[config.mk]
export PLATFORM = sky130hd
export DESIGN_NAME = uart_frame_scheduler
export DESIGN_NICKNAME = d
export VERILOG_FILES = /design/src/rtl/uart_frame_scheduler.sv
export SDC_FILE = /design/constraint.sdc
export NUM_CORES = 1
export LEC_CHECK = 0
export CORE_MARGIN = 2
export CORE_UTILIZATION = 45
export DETAILED_ROUTE_END_ITERATION = 8
export PLACE_DENSITY = 0.79
export SLEW_MARGIN = 5
export SYNTH_ARGS = -nofsm -noshare
export SYNTH_HDL_FRONTEND = slang
export SYNTH_SLANG_ARGS = --single-unit
export TNS_END_PERCENT = 5
[constraint.sdc]
create_clock -name clk -period 2.9 [get_ports clk]
set_input_delay 0.29 -clock clk [delete_from_list [all_inputs] [get_ports clk]]
set_output_delay 0.29 -clock clk [all_outputs]
set_load 0.01 [all_outputs]
[src/rtl/uart_frame_scheduler.sv]
// One inverter switching period: fetch a sample over SPI, broadcast a 2-byte frame
// to every enabled module UART, wait for all of them to drain, then fire the shoot pulse.
module uart_frame_scheduler #(
  parameter int NUM_MODULES = 9,
  parameter int SHOOT_DELAY = 48,
  parameter int SHOOT_WIDTH = 24,
  parameter int TIMEOUT     = 24000
) (
  input  logic                     clk,
  input  logic                     reset,
  input  logic                     enable,
  input  logic [NUM_MODULES-1:0]   module_mask,
  output logic                     spi_req,
  input  logic                     data_valid,
  input  logic [11:0]              sin_index,
  input  logic [3:0]               uart_id,
  output logic [NUM_MODULES-1:0]   start_tx,
  output logic [8*NUM_MODULES-1:0] data_to_tx,
  input  logic [NUM_MODULES-1:0]   tx_busy,
  output logic                     shoot,
  output logic                     busy,
  output logic                     timeout_err,
  input  logic                     clear_err,
  output logic [15:0]              frame_count,
  output logic [3:0]               state_dbg
);

  // Handshakes are pulse/level pairs: spi_req is a 1-cycle request answered some cycles
  // later by a 1-cycle data_valid; start_tx[i] is a 1-cycle command, and lane i counts as
  // done only once tx_busy[i] has been seen high and has since returned low.

  localparam int MAX_AB  = (TIMEOUT > SHOOT_WIDTH) ? TIMEOUT : SHOOT_WIDTH;
  localparam int MAX_CNT = (MAX_AB > SHOOT_DELAY) ? MAX_AB : SHOOT_DELAY;
  localparam int CW      = $clog2(MAX_CNT + 1);

  localparam logic [CW-1:0] TMO_LAST = CW'(TIMEOUT - 1);
  // The WAIT1 exit cycle is the first delay cycle, so DELAY itself lasts SHOOT_DELAY-1.
  localparam logic [CW-1:0] DLY_LAST = CW'((SHOOT_DELAY > 1) ? SHOOT_DELAY - 2 : 0);
  localparam logic [CW-1:0] SHT_LAST = CW'(SHOOT_WIDTH - 1);

  typedef enum logic [3:0] {
    S_IDLE      = 4'd0,
    S_WAIT_DATA = 4'd1,
    S_SEND0     = 4'd2,
    S_WAIT0     = 4'd3,
    S_SEND1     = 4'd4,
    S_WAIT1     = 4'd5,
    S_DELAY     = 4'd6,
    S_SHOOT     = 4'd7,
    S_ABORT     = 4'd8
  } state_t;

  state_t                 state_q, state_d;
  logic [CW-1:0]          cnt_q;
  logic [NUM_MODULES-1:0] mask_q;
  logic [NUM_MODULES-1:0] seen_q;
  logic [7:0]             sin_lo_q;
  logic [7:0]             byte_q;
  logic                   spi_req_q;
  logic                   tmo_q;
  logic [15:0]            frame_cnt_q;
  logic                   tx_done;
  logic                   counting;

  assign tx_done  = ((seen_q & mask_q) == mask_q) && ((tx_busy & mask_q) == '0);
  assign counting = (state_q == S_WAIT_DATA) || (state_q == S_WAIT0) ||
                    (state_q == S_WAIT1) || (state_q == S_DELAY) || (state_q == S_SHOOT);

  always_comb begin
    state_d = state_q;
    case (state_q)
      S_IDLE:      if (enable) state_d = S_WAIT_DATA;
      S_WAIT_DATA: begin
        if (data_valid)             state_d = (module_mask == '0) ? S_IDLE : S_SEND0;
        else if (!enable)           state_d = S_IDLE;
        else if (cnt_q == TMO_LAST) state_d = S_ABORT;
      end
      S_SEND0:     state_d = S_WAIT0;
      S_WAIT0: begin
        if (tx_done)                state_d = S_SEND1;
        else if (cnt_q == TMO_LAST) state_d = S_ABORT;
      end
      S_SEND1:     state_d = S_WAIT1;
      S_WAIT1: begin
        if (tx_done)                state_d = S_DELAY;
        else if (cnt_q == TMO_LAST) state_d = S_ABORT;
      end
      S_DELAY:     if (cnt_q == DLY_LAST) state_d = S_SHOOT;
      S_SHOOT:     if (cnt_q == SHT_LAST) state_d = S_IDLE;
      S_ABORT:     state_d = S_IDLE;
      default:     state_d = S_IDLE;
    endcase
  end

  always_ff @(posedge clk or negedge reset) begin
    if (!reset) begin
      state_q     <= S_IDLE;
      cnt_q       <= '0;
      mask_q      <= '0;
      seen_q      <= '0;
      sin_lo_q    <= '0;
      byte_q      <= '0;
      spi_req_q   <= 1'b0;
      tmo_q       <= 1'b0;
      frame_cnt_q <= '0;
    end else begin
      state_q   <= state_d;
      spi_req_q <= (state_q == S_IDLE) && enable;

      if (state_d != state_q) cnt_q <= '0;
      else if (counting)      cnt_q <= cnt_q + CW'(1);

      // Byte0 is built straight from the inputs so it is on the lanes during SEND0.
      if (state_q == S_WAIT_DATA && data_valid) begin
        mask_q   <= module_mask;
        sin_lo_q <= sin_index[7:0];
        if (module_mask != '0) byte_q <= {uart_id, sin_index[11:8]};
      end
      if (state_q == S_WAIT0 && state_d == S_SEND1) byte_q <= sin_lo_q;

      if (state_q == S_SEND0 || state_q == S_SEND1)      seen_q <= '0;
      else if (state_q == S_WAIT0 || state_q == S_WAIT1) seen_q <= seen_q | tx_busy;

      if (state_d == S_ABORT && state_q != S_ABORT) tmo_q <= 1'b1;
      else if (clear_err)                           tmo_q <= 1'b0;

      if (state_q == S_SHOOT && state_d == S_IDLE) frame_cnt_q <= frame_cnt_q + 16'd1;
    end
  end

  assign spi_req     = spi_req_q;
  assign start_tx    = (state_q == S_SEND0 || state_q == S_SEND1) ? mask_q : '0;
  assign data_to_tx  = {NUM_MODULES{byte_q}};
  assign shoot       = (state_q == S_SHOOT);
  assign busy        = (state_q != S_IDLE);
  assign timeout_err = tmo_q;
  assign frame_count = frame_cnt_q;
  assign state_dbg   = state_q;

endmodule

## Yosys cells after proc, flatten, opt, wreduce, memory -nomap -nowiden

Index checks and enable logic that the tools add are counted.

| storage, ports and cells | value |
|---|---|
| logic and storage cells | 73 |
| output and inout port bits | 105 |
| input bits | 39 |
| register bits after elaboration | 71 |

| operators by class | value |
|---|---|
| equality and inequality tests | 15 |
| bitwise logic cells | 3 |
| add/sub/neg operators | 2 |
| reductions and logical operators | 24 |
| mux-type cells | 20 |

Operators with widths:

| operator | count |
|---|---|
| 2-to-1 mux 4 bit | 8 |
| case mux 4 bit (8 select lines) | 1 |
| 2-to-1 mux 15 bit | 2 |
| 2-to-1 mux 9 bit | 3 |
| 2-to-1 mux 8 bit | 3 |
| == test 4 x 3 -> 1 bit, second input constant | 5 |
| bitwise AND 9 bit | 2 |
| zero test 9 bit | 2 |
| adder 16 x 1 -> 16 bit, second input constant | 1 |
| adder 15 x 1 -> 15 bit, second input constant | 1 |
| == test 15 bit, second input constant | 1 |
| == test 15 x 5 -> 1 bit, second input constant | 1 |
| == test 15 x 6 -> 1 bit, second input constant | 1 |
| nonzero test 2 bit | 5 |
| == test 9 bit | 1 |
| bitwise OR 9 bit | 1 |
| nonzero test 9 bit | 1 |
| == test 4 x 2 -> 1 bit, second input constant | 2 |
| zero test 4 bit | 2 |
| logical AND 1 bit | 6 |
| logical OR 1 bit | 6 |
| == test 4 x 1 -> 1 bit, second input constant | 1 |
| == test 4 bit, second input constant | 1 |
| != test 4 bit | 1 |
| 5 further kinds | 6 |

## Longest topological paths before layout

| logic depth | value |
|---|---|
| depth after elaboration | 9 |
| mapped depth | 9 |
| mapped depth without buffers | 8 |

## Least setup slack after synthesis

No wires, ideal clock.

| timing path | value |
|---|---|
| kind | register to register |
| start point | reg state_q[3] (netlist: state_dbg[3]) |
| end point | reg byte_q[0] |
| arrival | 2.127 ns |
| period minus slack after synthesis | 2.245 ns |
| setup time | 0.118 ns |
| slack | 0.655 ns |
| cell stages (with the launch flop) | 9 |
| buffers on the path | 2 |
| data required time | 2.782 ns |
| path through | dfrtp_1 > clkbuf_1 > nor2_1 > nand3_2 > a31oi_1 > nor2b_1 > clkbuf_1 > a22o_1 > a21o_1 |

| on the way | value |
|---|---|
| cells in the longest elaborated chain, start to end | 8 |
| elaborated cells on any way between the ends | 24 |
| classes of those cells | eq/ne (8); mux (10); reduce/logical (6) |

Ends and longest elaborated chain:

| item | RTL line | text |
|---|---|---|
| from (decl) | 53 | `state_t state_q, state_d;` |
| from (signal assigned) | 107 | `state_q <= state_d;` |
| 2-to-1 mux 4 bit | 76, 81, 86 |  |
| 2-to-1 mux 4 bit | 75 | `else if (!enable) state_d = S_IDLE;` |
| 2-to-1 mux 4 bit | 74 | `if (data_valid) state_d = (module_mask == '0) ? S_IDLE : S_SEND0;` |
| case mux 4 bit (8 select lines) | 71 | `case (state_q)` |
| == test 4 x 3 -> 1 bit | 119 | `if (state_q == S_WAIT0 && state_d == S_SEND1) byte_q <= sin_lo_q;` |
| logical AND 1 bit | 119 |  |
| nonzero test 2 bit (no line) | - |  |
| AND reduction 2 bit (no line) | - |  |
| to (signal assigned) | 117 | `if (module_mask != '0) byte_q <= {uart_id, sin_index[11:8]};` |
| to (signal assigned) | 119 |  |
| to (decl) | 58 | `logic [7:0] byte_q;` |

Parallel ways exist; a longest one is shown, timed or not.
A chain may end at the register's enable or synchronous reset.

## Final worst setup path

| timing path | value |
|---|---|
| start point | reg cnt_q[6] |
| end point | reg cnt_q[9] |

| on the way | value |
|---|---|
| cells in the longest elaborated chain, start to end | 7 |
| elaborated cells on any way between the ends | 16 |
| classes of those cells | add/sub (1); eq/ne (4); mux (10); reduce/logical (1) |

Ends and longest elaborated chain:

| item | RTL line | text |
|---|---|---|
| from (decl) | 54 | `logic [CW-1:0] cnt_q;` |
| from (signal assigned) | 111 | `else if (counting) cnt_q <= cnt_q + CW'(1);` |
| == test 15 bit | 76, 81, 86 |  |
| 2-to-1 mux 4 bit | 76, 81, 86 |  |
| 2-to-1 mux 4 bit | 75 |  |
| 2-to-1 mux 4 bit | 74 |  |
| case mux 4 bit (8 select lines) * | 71 |  |
| named net state_d[0] | 53 |  |
| != test 4 bit * | 110 | `if (state_d != state_q) cnt_q <= '0;` |
| 2-to-1 mux 15 bit or nonzero test 2 bit (tied branches) | - |  |

The timed path passes the listed nets; every way through them passes the cells marked *. The select of a mux whose other input is x is not followed.

==> impl_metrics.csv <==
group,metric,value,unit
timing,finalHoldViolations,0,
pwr,power,5.23,mW
global_route,grt_start_max_net_pins,72,
floorplan,initial_core_util,46.0,%
route,antenna_left,0,
synthesis,syn-num-nets,430,
global_route,grt-ovfl-total,0,
pwr,peakVddDrop,0.311,mV
timing,finalMaxSlewViolations,0,
critical_path,worst-endpoint-arrival,2790,ps
timing,finalSetupTns,0,ps
floorplan,dieArea,9590,µm²
timing,finClkSkew,13.5,ps
synthesis,synth-seq-cells,71,
min_path,hp-class,"input pin to asynchronous set/reset pin",
timing,tightestPinTransition,886,ps
floorplan,die_h,97.9,µm
critical_path,end_kind,"flip-flop",
pwr,leakagePower,2.29,nW
pwr,switching_share,36.5,%
critical_path,critical_path_class,"flip-flop to flip-flop",
layout,area_growth,34.0,%
timing,rsz0062_at_grt,"no",
global_route,grt_usage,19.2,%
critical_path,r2r_end,"cnt_q[9]",
layout,drive_above_1_share,12.6,%
synthesis,yosysWarningCount,0,
floorplan,core,8640,µm²
place,placed_cell_area,5090,µm²
outcome,status,"finished, final reports clean",
route,drtIter0Drc,112,
clock_tree,clk_latency,340,ps
global_route,first_global_vias,3005,
critical_path,cp_cell_sequence,"or3_1 > nor4_2 > nand3_1 > a311o_1 > xor2_4 > nor3_1",
critical_path,critPathBufInv,0,
critical_path,worstPathRequired,3090,ps
clock_tree,htree_num_levels,3,
synthesis,async_reset_ff_share,100,%
pwr,clockPowerShare,16.8,%
critical_path,r2r_cells,6,
layout,num-fill-cells,712,
clock_tree,cts.sinks,71,
pwr,p_int,3.32,mW
layout,final_util,61.6,%
layout,design_area,5320,µm²
synthesis,syn_area,3970,µm²
route,post_drt_wl_per_cell,15.3,µm
critical_path,crit_fanout,15,
timing,setup_violations,0,
place,port_buffers,143,
run,maxCapViolCount,0,
layout,nNetsFinal,521,
synthesis,synth_edf_count,0,
critical_path,crit_family,"simple AND/OR/NAND/NOR gates",
clock_tree,root_buffer,"clkbuf_8",
critical_path,slowest_delay,520,ps
timing,setup_ws,296,ps
synthesis,yosysSeqAreaShare,44.8,%
timing,fmax,384,MHz
pwr,seqPwrFrac,30.5,%
layout,final_common_cell,"clkdlybuf4s50_1",
layout,num_antenna_cells,0,
timing,finalCriticalPeriod,2600,ps
global_route,grt_pass1_wl,14900,µm
critical_path,cp-start-kind,"flip-flop",
place,dp_hpwl,6790,µm
clock_tree,cts_inserted_buffers,9,
global_route,antenna_found_initial,0,
place,gp_congestion,0.895,
route,drtPass1Iterations,4,
clock_tree,clk_pin_slew_worst_paths,80,ps
route,routed_wl,9080,µm
pwr,power_density,983,nW/µm²
route,vias,3033,
layout,mostFrequentLayoutCells,"142 x clkdlybuf4s50_1, 71 x dfrtp_1, 25 x nor2_1",
clock_tree,cts_tree,"done",
critical_path,worst_path_max_delay_cell,"xor2_4",
place,pre_cts_slack,-212,ps
clock_tree,clockBufferDepth,2,
synthesis,synthFlopType,"dfrtp_1",
floorplan,num_rows,34,
critical_path,r2r_slack,300,ps
pwr,switchingPower,1.91,mW
floorplan,fp.dieW,97.9,µm
critical_path,timing.rr.start,"cnt_q[6]",
synthesis,syn-mean-instance-area,10.2,µm²
synthesis,yosysUniqueCellTypes,47,
floorplan,io_pins,144,
pwr,combPwrFrac,52.7,%
timing,layout_worst_path_cycle_share,89.8,%
timing,max-slew-margin-rel,40.9,%
route,vias_per_cell,5.12,
route,drc,0,
synthesis,postSynthCellCount,388,
worst reg2reg max path: stages, from the launching register on:
cell     delay (ps)
dfrtp_1         430
or3_1           400
nor4_2          320
nand3_1         240
a311o_1         400
xor2_4          520
nor3_1          150
layout make-up:
| type | instances | area (µm²) | share of cell area (%) |
|---|---|---|---|
| clock buffer | 11 | 141 | 2.66 |
| clock inverter | 5 | 81.3 | 1.53 |
| inverter | 7 | 26.3 | 0.494 |
| multi-input combinational | 236 | 1650 | 31.0 |
| sequential | 71 | 1780 | 33.4 |
| tap | 108 | 135 | 2.54 |
| timing repair buffer | 154 | 1510 | 28.4 |
worst max-delay path by stage:
stage | from | end | slack (ps) | cells after the start
finish | cnt_q[6] | cnt_q[9] | 300 | 6
global route | state_dbg[2] | frame_count[15] | 100 | 7
CTS | cnt_q[6] | cnt_q[9] | 50 | 6
detailed placement | tx_busy[2] | cnt_q[9] | -210 | 8
global placement | tx_busy[2] | cnt_q[12] | -120 | 8
floorplan | state_dbg[3] | byte_q[0] | 650 | 8
through the flow:
| step | std cells | hold slack [ps] |
|---|---|---|
| 4_1_cts | 592 | 176 |
| 6_report | 592 | 142 |
| 3_3_place_gp | 576 | 449 |
| 3_5_place_dp | 576 | 459 |
| 2_1_floorplan | 388 | -5.59 |
| 5_1_grt | 592 | 245 |
cells by family (layout without fill, tap and decap cells):
group / Yosys count / count (layout) / share of synthesized area, %
simple gates: 139 / 139 / 19.9
mux: 19 / 19 / 5.36
xor+xnor: 31 / 31 / 7.03
compound gates: 44 / 44 / 8.07
buf+inv: 81 / 177 / 13.9
flops: 71 / 71 / 44.8
fa+ha+maj: 3 / 3 / 0.946
synthesized netlist by cell type (all sizes together), types with 2 or more instances:
cell     n  area [µm²]
nand2   22        82.6
a21o     9        67.6
nand4b   2        17.5
a22oi    3        22.5
o21ai    3        15.0
nor3    20         155
or2b     2        15.0
nor4     3        25.0
xor2    16         148
dfrtp   71        1780
ha       3        37.5
a311o    2        20.0
a21oi   12        60.1
buf     68         504
clkbuf   6        22.5
nand4   10        62.6
nor2    25        93.8
or3      3        18.8
xnor2   15         131
and2    10        62.6
and3     6        37.5
mux2    18         203
nand3   15        80.1
a22o     8        70.1
inv      7        26.3
nor2b    3        18.8
nand2b  13        81.3
power by group through the flow:
stage	clock network, mW	registers (mW)	logic, mW
floorplan	0	1.54	1.93
global placement	0	1.59	2.70
detailed placement	0	1.62	2.75
CTS	0.893	1.60	2.76
global route	0.944	1.66	2.96
finish	0.878	1.60	2.76
state kept, by name, indices dropped and copies added (netlist names):
name and flops:
byte_q 8, cnt_q 15, frame_count 16, mask_q 9
seen_q 9, sin_lo_q 8, spi_req 1, state_dbg 4
timeout_err 1
metal layers:
metal,share of wire [%],global-route usage [%],wire (µm),vias up
met3,7.1,5.01,641,11
met5,0,0,0,-
met4,1.5,6.41,138,0
met1,42,24.2,3790,1454
met2,50,32.1,4510,122
li1,-,-,-,1446
timing repair:
item / CTS / global route
buffers inserted: 0 / 0
gates resized for setup: 0 / 1
endpoints found under the setup margin: 0 / 15
hold buffers: 0 / 0
(Power assumes the default switching activity.)
==> patch 1 (same flow settings) <==
Reset style: synchronous (`reset`), changed in one clocked block.
--- a/src/rtl/uart_frame_scheduler.sv
+++ b/src/rtl/uart_frame_scheduler.sv
@@ -92,7 +92,7 @@
     endcase
   end
 
-  always_ff @(posedge clk or negedge reset) begin
+  always_ff @(posedge clk) begin
     if (!reset) begin
       state_q     <= S_IDLE;
       cnt_q       <= '0;
Formal check against the unedited RTL: differs if reset is asserted again (counterexample within 4 cycles, from zero or initial values and one cycle with reset low); with reset held inactive, the same outputs for 10 cycles.
==> patch 1 against the unedited design <==
Wire length shrank 1.9%. Synthesized area is 4.4% lower. Via count is 8.3% higher. First-iteration DRC count increased by 36%. Final area is 5.9% lower. Count of clock-buffer cells in the layout grew 3. Clock skew fell by 0.0074 ns. Sequential cell count did not move. Synthesized cell count rose by 18%. Sequential share of layout area decreased by 5.0 points. Setup slack better by 0.20 ns.
Power is not compared: it rests on default switching activity, and its combinational part moved more than twofold at a synthesized area within 25%.
==> patch 1: results (changes against the unedited design) <==
Place
The count of input and output buffers was 143 (unchanged). The final weighted congestion in routability-driven placement was 0.8033 (-10%). The post-placement worst setup slack is 0.3667 ns (+0.5785 ns). The detailed placement HPWL was 6651 um (-2.0%).

Detailed routing
The total length of routed wires came to 8910 um (-1.9%). The iteration-0 DRC count of the detailed router is 152 (+36%). The number of nets with antenna violations after routing came to 0 (unchanged). The per-cell via count in the routed design is 5.101 (-0.44%). The length of the first detailed-routing pass in iterations came to 4 (unchanged).

Timing
The worst clock skew is 0.006126 ns (-0.007373 ns). The actual slew at the worst max-slew pin came to 0.6729 ns (-0.2132 ns). The final count of negative-setup-slack endpoints came to 0 (unchanged).

Finish
The total of fill cells in the finished design is 736 (+3.4%). The fraction of layout instances using a drive strength above 1 is 5.380% (-7.2 points). The layout net count is 577 (+11%). The number of flip-flops in the largest register is 16 (unchanged).

Synth
The async set-or-reset flop fraction in the synthesized netlist is 0% (-100 points). The count of different cell masters after synthesis is 44 (-6.4%). The synthesized net count is 498 (+16%).

The most used flip-flop cell after synthesis is sky130_fd_sc_hd__dfxtp_1. By area the synthesized netlist is led by sky130_fd_sc_hd__dfxtp_1 37%, sky130_fd_sc_hd__buf_4 13%, sky130_fd_sc_hd__nand2_1 6.0%. The commonest cells after synthesis are 71 x sky130_fd_sc_hd__dfxtp_1, 65 x sky130_fd_sc_hd__buf_4, 61 x sky130_fd_sc_hd__nand2_1. The sequential fraction of the synthesis area is 37.44% (-7.3 points). The yosys synthesis warning count is 0 (unchanged).

Critical path
The signal arrival time at the worst endpoint came to 2.11 ns (-0.68 ns). The largest driver fanout on the critical path was 10 (-5).

Clock network
The worst-case clock buffer depth is 2 (unchanged). The CTS clock-pin slew for the worst setup and hold paths is 0.07 ns. The insertion delay of the later-clocked pin in the worst-skew pair is 0.35 ns.

The post-CTS setup buffer count came to 0 (unchanged). The root buffer cell chosen for the clock tree is sky130_fd_sc_hd__clkbuf_8.

GRT
The number of antenna violations at the first check in global routing is 0 (unchanged). The number of global-route vias before repair is 3012 (+0.23%). The global router's overall resource usage is 19.48% (+0.30 points).

The maximum number of pins on one net before global-route repair is 26 (-64%). The first-pass GRT wire length is 14030 um (-6.1%).

Flow run
The count of max-cap constraint violations was 0 (unchanged).

Power and ir drop
For this design the static power due to leakage is 0.001783 uW.

Hold path
The path type of the worst min-delay path is register to register.

Run status
The flow ran to the end, and the final reports show no timing, DRC or antenna violations.
-- patch 1: changes by cell type after synthesis, moves of 12 or more --
| cell | delta |
|---|---|
| sky130_fd_sc_hd__dfxtp_1 | +71 |
| sky130_fd_sc_hd__a21oi_1 | +17 |
| sky130_fd_sc_hd__nor2_1 | +12 |
| sky130_fd_sc_hd__mux2_2 | -17 |
| sky130_fd_sc_hd__nand2_1 | +39 |
| sky130_fd_sc_hd__dfrtp_1 | -71 |
-- patch 1: final cells by class --
type | instances | share of cell area [%]
Clock buffer | 14 | 3.048
Clock inverter | 1 | 0.09995
Inverter | 11 | 0.8246
Multi-Input combinational cell | 292 | 35.38
Sequential cell | 71 | 28.39
Tap cell | 105 | 2.624
Timing Repair Buffer | 150 | 29.64
-- patch 1: kinds of logic after synthesis --
family	Yosys count	synth area share, %
flops	71	37.44
compound gates	67	11.27
buf+inv	93	15.89
fa+ha+maj	3	0.9889
simple gates	190	26.90
xor+xnor	29	6.691
mux	3	0.8240
-- patch 1: through the flow --
| step | instance area (um2) | cells | total power (uW) |
|---|---|---|---|
| after floorplan | 3796 | 456 | 1233 |
| after global placement | 4850 | 629 | 1366 |
| after detailed placement | 4850 | 629 | 1374 |
| after CTS | 5007 | 644 | 2049 |
| after global routing | 5007 | 644 | 2121 |
| final | 5007 | 644 | 2029 |
-- patch 1: routing by layer --
metal,track usage (%),vias up,share of wire [%]
li1,-,1629,-
met1,24.89,1535,43
met2,32.17,103,49
met3,2.976,18,4.8
met4,9.286,0,2.5
met5,0,-,0
-- patch 1: power by group through the flow --
| stage | Combinational, uW | Clock, uW | Sequential (uW) |
|---|---|---|---|
| floorplan | 191 | 0 | 1040 |
| global route | 353 | 735 | 1030 |
| global placement | 317 | 0 | 1050 |
| CTS | 324 | 696 | 1030 |
| detailed placement | 323 | 0 | 1050 |
| finish | 322 | 677 | 1030 |
-- patch 1: worst paths after layout --
path | depth (start not counted) | slack (ns) | end | from
setup / recovery | 5 | 0.50 | start_tx[4] | state_dbg[1]$_SDFF_PN0_
hold / removal | 2 | 0.45 | sin_lo_q[3]$_SDFFE_PN0P_ | sin_lo_q[3]$_SDFFE_PN0P_
hold reg to reg | 2 | 0.45 | sin_lo_q[3]$_SDFFE_PN0P_ | sin_lo_q[3]$_SDFFE_PN0P_
setup reg to reg | 7 | 0.72 | cnt_q[1]$_SDFFE_PP0P_ | state_dbg[3]$_SDFF_PN0_
-- patch 1: critical path, stage by stage, from the launching register on --
cell and delay [ns]:
sky130_fd_sc_hd__dfxtp_1 0.55, sky130_fd_sc_hd__xnor2_1 0.18, sky130_fd_sc_hd__nor3_1 0.17, sky130_fd_sc_hd__buf_4 0.19, sky130_fd_sc_hd__and2_1 0.15, sky130_fd_sc_hd__clkdlybuf4s50_1 0.53
==> patch 2 (same flow settings) <==
Without the edit above. Change the parameter `NUM_MODULES` from 9 to 8.
--- a/src/rtl/uart_frame_scheduler.sv
+++ b/src/rtl/uart_frame_scheduler.sv
@@ -1,7 +1,7 @@
 // One inverter switching period: fetch a sample over SPI, broadcast a 2-byte frame
 // to every enabled module UART, wait for all of them to drain, then fire the shoot pulse.
 module uart_frame_scheduler #(
-  parameter int NUM_MODULES = 9,
+  parameter int NUM_MODULES = 8,
   parameter int SHOOT_DELAY = 48,
   parameter int SHOOT_WIDTH = 24,
   parameter int TIMEOUT     = 24000
Interface: changed (resized data_to_tx, module_mask, start_tx and tx_busy); port bits go from 144 to 133. The function was not compared with the original's and may differ.
==> patch 2 against the unedited design <==
Setup slack worse by 0.028 ns. Utilization shrank 0.62 points. Power decreased by 13%. Synthesized area fell by 4.9%. Sequential cell count decreased by 2. Non-clock buffer count shrank 13. Global-route usage decreased by 0.50 points. Final area down 6.3%. Clock skew is 0.0066 ns lower. Wire length fell by 8.3%. Highest routed layer unchanged.
==> patch 2: results (changes against the unedited design) <==
Run status
The flow ran to the end, and the final reports show no timing, DRC or antenna violations.

Place
The count of input and output buffers is 132 (-7.7%). The detailed placement HPWL is 6174 um (-9.1%). The number of cells in the design after placement is 546 (-5.2%). The final weighted congestion in routability-driven placement is 0.8902 (-0.58%). The placed cell area was 4817 um2 (-5.3%).

GRT
The number of antenna violations at the first check in global routing is 0 (unchanged). The global router's overall resource usage is 18.68% (-0.50 points). The number of global-route vias before repair is 2804 (-6.7%).

The first-pass GRT wire length is 13230 um (-11%). The maximum number of pins on one net before global-route repair is 70 (-2.8%).

Detailed routing
The iteration-0 DRC count of the detailed router is 142 (+27%). The per-cell routed wire length is 14.82 um (-3.4%). The per-cell via count in the routed design is 5.205 (+1.6%). The length of the first detailed-routing pass in iterations was 4 (unchanged).

The via count of the routed design is 2925 (-3.6%).

Critical path
The depth of the worst register-to-register path is 5 (-1). In this run the worst setup path terminates at byte_q[5]$_DFFE_PN0P_. The largest driver fanout on the critical path came to 25 (+10). The signal arrival time at the worst endpoint is 2.86 ns (+0.07 ns).

The critical path launch point is state_dbg[2]$_DFF_PN0_.

Power and ir drop
The worst IR drop on VDD is 0.4049 mV (+30%). The static leakage is 0.002086 uW (-9.1%).

Synth
The async set-or-reset flop fraction in the synthesized netlist is 100.0% (unchanged). After synthesis, the cell types taking the most area are sky130_fd_sc_hd__dfrtp_1 46%, sky130_fd_sc_hd__buf_4 11%, sky130_fd_sc_hd__mux2_2 5.1%. The synthesized net count is 407 (-5.3%).

The commonest cells after synthesis are 69 x sky130_fd_sc_hd__dfrtp_1, 56 x sky130_fd_sc_hd__buf_4, 23 x sky130_fd_sc_hd__nor2_1. The sequential fraction of the synthesis area is 45.77% (+1.0 points). The yosys synthesis warning count is 0 (unchanged). The most used flip-flop cell after synthesis is sky130_fd_sc_hd__dfrtp_1.

The per-instance average area after synthesis came to 10.28 um2 (+0.49%). The count of different cell masters after synthesis is 51 (+8.5%).

Hold path
The path type of the worst min-delay path is input port to asynchronous set/reset pin.

Clock network
The post-CTS setup buffer count is 0 (unchanged). The insertion delay of the later-clocked pin in the worst-skew pair is 0.34 ns (about the same). The worst-case clock buffer depth is 2 (unchanged). The CTS clock-pin slew for the worst setup and hold paths is 0.07 ns. The maximum level of the CTS H-tree came to 3 (unchanged). The number of gates resized after cts is 0 (unchanged).

The TritonCTS buffer count is 9 (unchanged). The root cell of the clock tree is sky130_fd_sc_hd__clkbuf_8.

Finish
The layout net count was 492 (-5.6%). The fraction of layout instances using a drive strength above 1 came to 12.04% (-0.57 points). The number of flip-flops in the largest register is 16 (unchanged).

The count of antenna diodes in the layout is 0 (unchanged).

Timing
The final worst setup slack is 0.2675 ns (-0.02808 ns). The worst clock skew was 0.006922 ns (-0.006577 ns). The actual slew at the worst max-slew pin is 1.164 ns (+0.2783 ns). The worst hold-check slack is 0.1406 ns (-0.001307 ns).
-- patch 2: changes by cell type in the layout (fill, tap and decap cells not counted), sizes merged, moves of 3 or more --
cell,before,now
a22oi,3,0
clkdlybuf4s50,142,131
inv,7,18
nand2,22,16
nand2b,13,1
nand4,10,5
nor2b,3,0
nor3,20,4
nor4,3,20
o21ai,3,12
or4,0,5
xnor2,15,19
xor2,16,11
-- patch 2: cells by family after synthesis --
group / synth area share, %
AO/OA/AOI/OAI: 8.889
XOR/XNOR: 6.965
adder cells (fa/ha/maj): 0.9951
buffers and inverters: 14.36
flip-flops: 45.77
multiplexers: 5.075
AND/OR/NAND/NOR: 17.94
-- patch 2: cell type report --
type                    count  area (um2)
flip-flops and latches     69        1727
well taps                 105       131.4
fillers                   674        3189
clock buffers              12       145.1
clock inverters             4       23.77
repair buffers            141        1384
multi-input cells         213        1508
inverters                  18       67.56
-- patch 2: where the power goes --
| group | switching, uW | total [uW] | internal, uW | leakage [uW] |
|---|---|---|---|---|
| Sequential | 241 | 1460 | 1220 | 0.000894 |
| Combinational | 1110 | 2430 | 1310 | 0.00110 |
| Clock | 352 | 684 | 332 | 0.0000901 |
| Total | 1710 | 4570 | 2860 | 0.00209 |
-- patch 2: worst max-delay path, stage by stage, from the launching register on --
cell                      delay, ns
sky130_fd_sc_hd__dfrtp_1       0.46
sky130_fd_sc_hd__nor4b_1       0.42
sky130_fd_sc_hd__nand2_1       0.15
sky130_fd_sc_hd__a21oi_2       0.86
sky130_fd_sc_hd__nor2_1        0.37
sky130_fd_sc_hd__a21o_1        0.27
-- patch 2: per-layer routing --
layer  track usage [%]  wire length [um]
met1             24.27              3601
met2             31.06              4160
met4             8.214               148
met3             2.609               417
met5                 0                 0
